==> config.mk <==
export PLATFORM = sky130hd
export DESIGN_NAME = hazard_unit
export DESIGN_NICKNAME = d
export VERILOG_FILES = /design/src/rtl/hazard_unit.sv
export SDC_FILE = /design/constraint.sdc
export NUM_CORES = 1
export LEC_CHECK = 0
export BUFFER_PORTS_ARGS = -buffer_cell sky130_fd_sc_hd__buf_2
export CORE_UTILIZATION = 54
export CTS_CLUSTER_DIAMETER = 100
export CTS_CLUSTER_SIZE = 16
export DETAILED_ROUTE_END_ITERATION = 7
export GPL_ROUTABILITY_DRIVEN = 0
export MAX_ROUTING_LAYER = met4
export PLACE_DENSITY = 0.85
export SYNTH_ARGS = -nofsm -noshare
export SYNTH_HDL_FRONTEND = slang
export SYNTH_SLANG_ARGS = --single-unit
==> constraint.sdc <==
create_clock -name clk -period 3.8 [get_ports clk]
set_clock_uncertainty 0.2 [all_clocks]
set_input_delay 0.57 -clock clk [delete_from_list [all_inputs] [get_ports clk]]
set_output_delay 0.57 -clock clk [all_outputs]
set_load 0.02 [all_outputs]
==> src/rtl/hazard_unit.sv <==
// Hazard resolution for the 5-stage ARM pipeline: operand forwarding, load-use and
// branch stall/flush control, a multi-cycle MUL/MLA execute stall, and debug counters.
module hazard_unit #(
  parameter int MUL_CYCLES = 4,
  parameter int CNT_W      = 16
) (
  input  logic             clk,
  input  logic             reset,
  input  logic [3:0]       RA1D,
  input  logic [3:0]       RA2D,
  input  logic [3:0]       RA1E,
  input  logic [3:0]       RA2E,
  input  logic [3:0]       WA3E,
  input  logic [3:0]       WA3M,
  input  logic [3:0]       WA3W,
  input  logic             RegWriteM,
  input  logic             RegWriteW,
  input  logic             MemtoRegE,
  input  logic             PCSrcW,
  input  logic             PCWrPendingF,
  input  logic             BranchTakenD,
  input  logic             MulOpE,
  input  logic             CntClr,
  output logic [1:0]       ForwardAE,
  output logic [1:0]       ForwardBE,
  output logic             StallF,
  output logic             StallD,
  output logic             StallE,
  output logic             FlushD,
  output logic             FlushE,
  output logic             FlushM,
  output logic             MulBusy,
  output logic [CNT_W-1:0] StallCount,
  output logic [CNT_W-1:0] FlushCount
);

  typedef enum logic {
    IDLE = 1'b0,
    BUSY = 1'b1
  } mul_state_e;

  // First BUSY cycle already follows one stalled IDLE cycle, hence the -2.
  localparam logic [3:0] CNT_INIT = 4'((MUL_CYCLES > 1) ? (MUL_CYCLES - 2) : 0);
  localparam logic [CNT_W-1:0] CNT_MAX = '1;

  mul_state_e       state_q, state_d;
  logic [3:0]       cnt_q, cnt_d;
  logic [CNT_W-1:0] stall_count_q, stall_count_d;
  logic [CNT_W-1:0] flush_count_q, flush_count_d;
  logic             mul_stall;
  logic             ldr_stall;

  // Memory stage holds the younger result, so it wins over Writeback.
  always_comb begin
    ForwardAE = 2'b00;
    ForwardBE = 2'b00;
    if (RegWriteM && (RA1E == WA3M))      ForwardAE = 2'b10;
    else if (RegWriteW && (RA1E == WA3W)) ForwardAE = 2'b01;
    if (RegWriteM && (RA2E == WA3M))      ForwardBE = 2'b10;
    else if (RegWriteW && (RA2E == WA3W)) ForwardBE = 2'b01;
  end

  assign ldr_stall = MemtoRegE & ((RA1D == WA3E) | (RA2D == WA3E));

  always_comb begin
    // NOTE: every signal written here gets a default first so no path leaves it
    // unassigned; otherwise synthesis infers a latch.
    state_d   = state_q;
    cnt_d     = cnt_q;
    mul_stall = 1'b0;
    unique case (state_q)
      IDLE: begin
        if (MulOpE && (MUL_CYCLES > 1)) begin
          mul_stall = 1'b1;
          state_d   = BUSY;
          cnt_d     = CNT_INIT;
        end
      end
      BUSY: begin
        if (cnt_q != 4'd0) begin
          mul_stall = 1'b1;
          cnt_d     = cnt_q - 4'd1;
        end else begin
          state_d = IDLE;
        end
      end
      default: state_d = IDLE;
    endcase
    // While reset is held the multiply is abandoned, so no stall may leak out.
    if (!reset) mul_stall = 1'b0;
  end

  assign StallF  = ldr_stall | PCWrPendingF | mul_stall;
  assign StallD  = ldr_stall | mul_stall;
  assign StallE  = mul_stall;
  assign FlushM  = mul_stall;
  // An in-flight multiply is never squashed; a held branch re-resolves after release.
  assign FlushD  = (PCWrPendingF | PCSrcW | BranchTakenD) & ~mul_stall;
  assign FlushE  = (ldr_stall | BranchTakenD) & ~mul_stall;
  assign MulBusy = (state_q == BUSY);

  always_comb begin
    stall_count_d = stall_count_q;
    flush_count_d = flush_count_q;
    if (CntClr) begin
      stall_count_d = '0;
      flush_count_d = '0;
    end else begin
      if (StallF && (stall_count_q != CNT_MAX)) stall_count_d = stall_count_q + CNT_W'(1);
      if (FlushE && (flush_count_q != CNT_MAX)) flush_count_d = flush_count_q + CNT_W'(1);
    end
  end

  // NOTE: state registers use non-blocking assignments so every flop samples the
  // pre-edge values of the others, independent of statement order.
  always_ff @(posedge clk or negedge reset) begin
    if (!reset) begin
      state_q       <= IDLE;
      cnt_q         <= 4'd0;
      stall_count_q <= '0;
      flush_count_q <= '0;
    end else begin
      state_q       <= state_d;
      cnt_q         <= cnt_d;
      stall_count_q <= stall_count_d;
      flush_count_q <= flush_count_d;
    end
  end

  assign StallCount = stall_count_q;
  assign FlushCount = flush_count_q;

endmodule

======== Word-level counts from Yosys, hierarchy flattened ========
Cells that the tools add are included.
cells by class
  mux-type cells .......................... 15
  equal/unequal tests ..................... 10
  reduce and logical (&&, ||, !) cells .... 10
  bitwise logic cells ..................... 12
  $add $sub $neg .......................... 3
operators by type and width
  operator                                                            count
  16-bit 2-to-1 mux                                                   4
  16-bit by 1-bit adder with 16-bit output, second input constant     2
  16-bit != test, second input constant                               2
  4-bit == test                                                       6
  4-bit 2-to-1 mux                                                    2
  4-bit one-hot mux with 2 select lines                               1
  1-bit bitwise OR                                                    7
  1-bit logical AND                                                   6
  1-bit 2-to-1 mux                                                    5
  2-bit 2-to-1 mux                                                    2
  2-bit nonzero test                                                  2
  4-bit nonzero test                                                  1
  4-bit by 1-bit subtractor with 4-bit output, second input constant  1
  1-bit AND                                                           3
  2-bit by 1-bit != test with 1-bit output, second input constant     1
  2-bit != test, second input constant                                1
  1-bit inverter                                                      2
  1-bit one-hot mux with 2 select lines                               1
  2-bit AND reduction                                                 1
storage, ports and cells
  word-level logic and storage cells ...... 54
  bits of input ports ..................... 38
  output and inout bits ................... 43
  bits in registers ....................... 37

======== Depth between registers and ports, before layout ========
  depth after elaboration ................. 9
  gate-level depth with buffers ........... 10
  gate-level depth less buffers ........... 8

======== Worst setup path before layout ========
No wires, ideal clock.
  kind .................................... input to output
  start point ............................. input port WA3M[2]
  end point ............................... output port ForwardAE[0]
  buffers on the path ..................... 0
  stages .................................. 3
  setup slack ............................. 1.239 ns
  arrival ................................. 1.791 ns
  cells stage by stage .................... xor2_1 nor4_1 nor2_1
between the ends
  word-level cells in the longest chain between the ends .. 3
RTL lines
  item               RTL line  text
  start, declared    14        input logic [3:0] WA3M,
  4-bit == test      57        if (RegWriteM && (RA1E == WA3M)) ForwardAE = 2'b10;
  1-bit logical AND  57
  2-bit 2-to-1 mux   57
  end, declared      24        output logic [1:0] ForwardAE,
No other way between the ends.

======== Worst setup path after layout ========
  start point ............................. register cnt_q[0]
  end point ............................... register stall_count_q[5], in the netlist StallCount[5]
between the ends
  word-level cells in the longest chain between the ends .. 7
RTL lines
  item                                   RTL line  text
  start, declared                        47        logic [3:0] cnt_q, cnt_d;
  start signal, assigned                 124       cnt_q <= cnt_d;
  4-bit nonzero test                     80        if (cnt_q != 4'd0) begin
  1-bit 2-to-1 mux                       80
  1-bit one-hot mux with 2 select lines  71        unique case (state_q)
  1-bit 2-to-1 mux                       90        if (!reset) mul_stall = 1'b0;
  1-bit bitwise OR                       93        assign StallF = ldr_stall | PCWrPendingF | mul_stall;
  1-bit logical AND                      109       if (StallF && (stall_count_q != CNT_MAX)) stall_count_d = stall_count_q + CNT_W'(1);
  2-bit nonzero test (no source line)    n/a
  end signal, assigned                   125       stall_count_q <= stall_count_d;
  end, declared                          48        logic [CNT_W-1:0] stall_count_q, stall_count_d;
No other way between the ends.
A chain may end at the register's enable or synchronous reset.

==> results.txt <==
Run status = finished, final reports clean
Leakage = 1.37 nW
CTS buffer count = 5
Period utilization = 74.7%
# diodes = 0
Comb power frac = 32.9%
Fillers = 332
Clk_lat worst skew = 0.29 ns
Synth Net Count = 304
Max Freq = 0.352 GHz
Top cells by area, synth = dfrtp_1, xor2_1, nor2_1, or4_1, a21oi_1
Max cap viols = 0
Pin count of the biggest net entering global routing = 42
Crit path max fanout = 16
Warnings from Yosys = 0
Worst vdd ir = 360 µV
Origin of the worst setup path = cnt_q[0]
Die extent in x = 68.4 µm
Worst Hold Class = in2async
Internal Power = 732 µW
Vias in the first global route = 2044
1st-iter DRT viols = 189
Most common cell after layout, fill and taps aside = buf_2
CP endpoint = StallCount[5]
Area added between synthesis and finish = 21.4%
Average size of a mapped cell = 9.08 µm²
Number of flops mapped to enable cells by yosys = 0
Layout cell share with drive strength beyond 1 = 29.6%
Cell family with most CP delay = compound AO/OA/AOI/OAI gates
CP Class = reg2reg
Post-synth top area cell = dfrtp_1
Worst path slowest cell = o31ai_2
Critical Path AT = 2.82 ns
CTS Sinks = 37
Final Slew Violations = 0
Crit start category = register
Required @ worst endpoint = 3.78 ns
Initial antenna violation count = 0
Distinct cells, synth = 36
Wirelength per Cell = 14.4 µm
FF-to-FF setup slack = 0.96 ns
HPWL after DPL = 4.17 mm
Root Driver = clkbuf_8
Power density cells = 400 mW/mm²
CTS tree = done
Sw frac = 36.6%
Core area = 0.00412 mm²
FFs w/ async S/R, synth = 100%
Total number of vias = 2245
Cell Area, Synth = 0.00238 mm²
Critical path depth = 7
Row cnt = 23
Die area = 0.00467 mm²
Worst R2R Start = cnt_q[0]
Worst Reg-to-Reg Cells = 7
Total congestion overflow = 0
Capturing point of the worst reg2reg path = StallCount[5]
DR DRC count = 0
Minimum clock period = 2.84 ns
Die span in y = 68.4 µm
Setup bufs post-CTS = 0
# hold bufs at CTS = 0
Ys flop type = dfrtp_1
Worst Tran Pin Value = 1.03 ns
Synthesis-stage register bit count = 37
Setup-failing EPs final = 0
Crit path largest cell delay = 0.88 ns
Clock buffer depth = 2
Fin nets = 383
Routed WL = 5.64 mm
Global-route wire length before repair = 9.19 mm
Drt via density = 5.74
WP buf/inv = 1
Fin util = 70.2%
Flop pwr share = 42.4%
GR Util All Layers = 27.3%
RSZ-0062 raised after global routing = no
Sequential share of the synthesized area = 38.9%
Clk slew on worst S/H paths = 0.07 ns
Cts repair resizes = 0
Top-area cell type share of the netlist area = 38.9%
Clock network power share = 24.7%
Crit path cell chain = inv_1 -> ha_1 -> nor3b_4 -> a21oi_4 -> o31ai_2 -> nor3_1 -> mux2_2
IO buf count = 80
Post-Syn Instances = 262
Setup_tns = 0 ns
Most frequent cells in the layout = buf_2, dfrtp_1, nor2_1
P_sw = 423 µW
Placed cells = 384
# IOs = 81
Fin. Hold Viols = 0
Initial Util = 57.8%
Post-route ant nets = 0
Critical Path Sink Type = register
Non-filler cells, final = 391
First drt pass iteration count = 4
H-tree depth = 2
Slew HR = 30.8%
==> kinds of logic (layout without fill, tap and decap cells) <==
family                     count (synthesis)  in the layout  share of synthesized area [%]
and+or+nand+nor                          117            117                           25.7
adders and majority gates                  4              4                           2.10
AOI/OAI and AO/OA                         49             49                           14.4
buffers and inverters                     14             93                           2.95
DFF                                       37             37                           38.9
xor gates and xnor gates                  32             32                           11.8
muxes                                      9              9                           4.16
==> power by group through the flow <==
stage          Combinational (mW)  Clock, mW  Sequential [mW]
2_1_floorplan               0.272          0            0.494
3_3_place_gp                0.364          0            0.493
3_5_place_dp                0.377          0            0.495
4_1_cts                     0.378      0.295            0.488
5_1_grt                     0.417      0.308            0.496
6_report                    0.380      0.285            0.490
==> Yosys cell counts, types with 4 or more instances <==
cell,instances
nor2_1,32
o211ai_1,4
o31ai_1,11
nor4_1,5
a21oi_1,17
nor2b_1,9
ha_1,4
clkbuf_1,4
nand4_1,6
inv_1,5
mux2_2,7
nand3_1,14
dfrtp_1,37
or3_1,5
xnor2_1,6
o21ai_0,8
nor3_1,7
and3_1,4
or4_1,13
nand2_1,19
xor2_1,26
==> area by class of cell <==
cell class	instances	area (µm²)	area share, %
clock buffer	6	82.6	2.86
clock inverter	1	7.51	0.260
inverter	5	18.8	0.650
multi-input combinational	211	1380	47.9
sequential	37	926	32.1
tap	50	62.6	2.17
timing repair buffer	81	408	14.1
==> per-layer routing <==
metal	share of wire [%]	up-vias	track usage, %
met2	47	67	41.9
met1	48	1061	36.2
li1	-	1110	-
met4	1.3	0	9.38
met3	3.9	7	4.67
met5	0	-	-
==> state kept, by name, indices dropped and copies added (netlist names) <==
register    flops
FlushCount     16
MulBusy         1
StallCount     16
cnt_q           4
==> worst min-delay path by stage <==
stage                           endpoint  slack (ns)
final                     FlushCount[11]        0.17
after global routing       StallCount[7]        0.21
after CTS                  StallCount[6]        0.17
after detailed placement   StallCount[9]        0.37
after global placement    FlushCount[13]        0.36
after floorplan            FlushCount[0]        0.07
==> per-stage QoR <==
step | hold slack [ns] | setup slack, ns | total power, mW | cell area (µm²)
final | 0.166 | 0.963 | 1.16 | 2890
after detailed placement | 0.365 | 0.952 | 0.872 | 2800
after CTS | 0.173 | 0.950 | 1.16 | 2890
after floorplan | 0.0744 | 1.24 | 0.765 | 2380
after global routing | 0.213 | 0.753 | 1.22 | 2890
after global placement | 0.356 | 1.07 | 0.857 | 2800
Power figures use the tool's default switching activity.
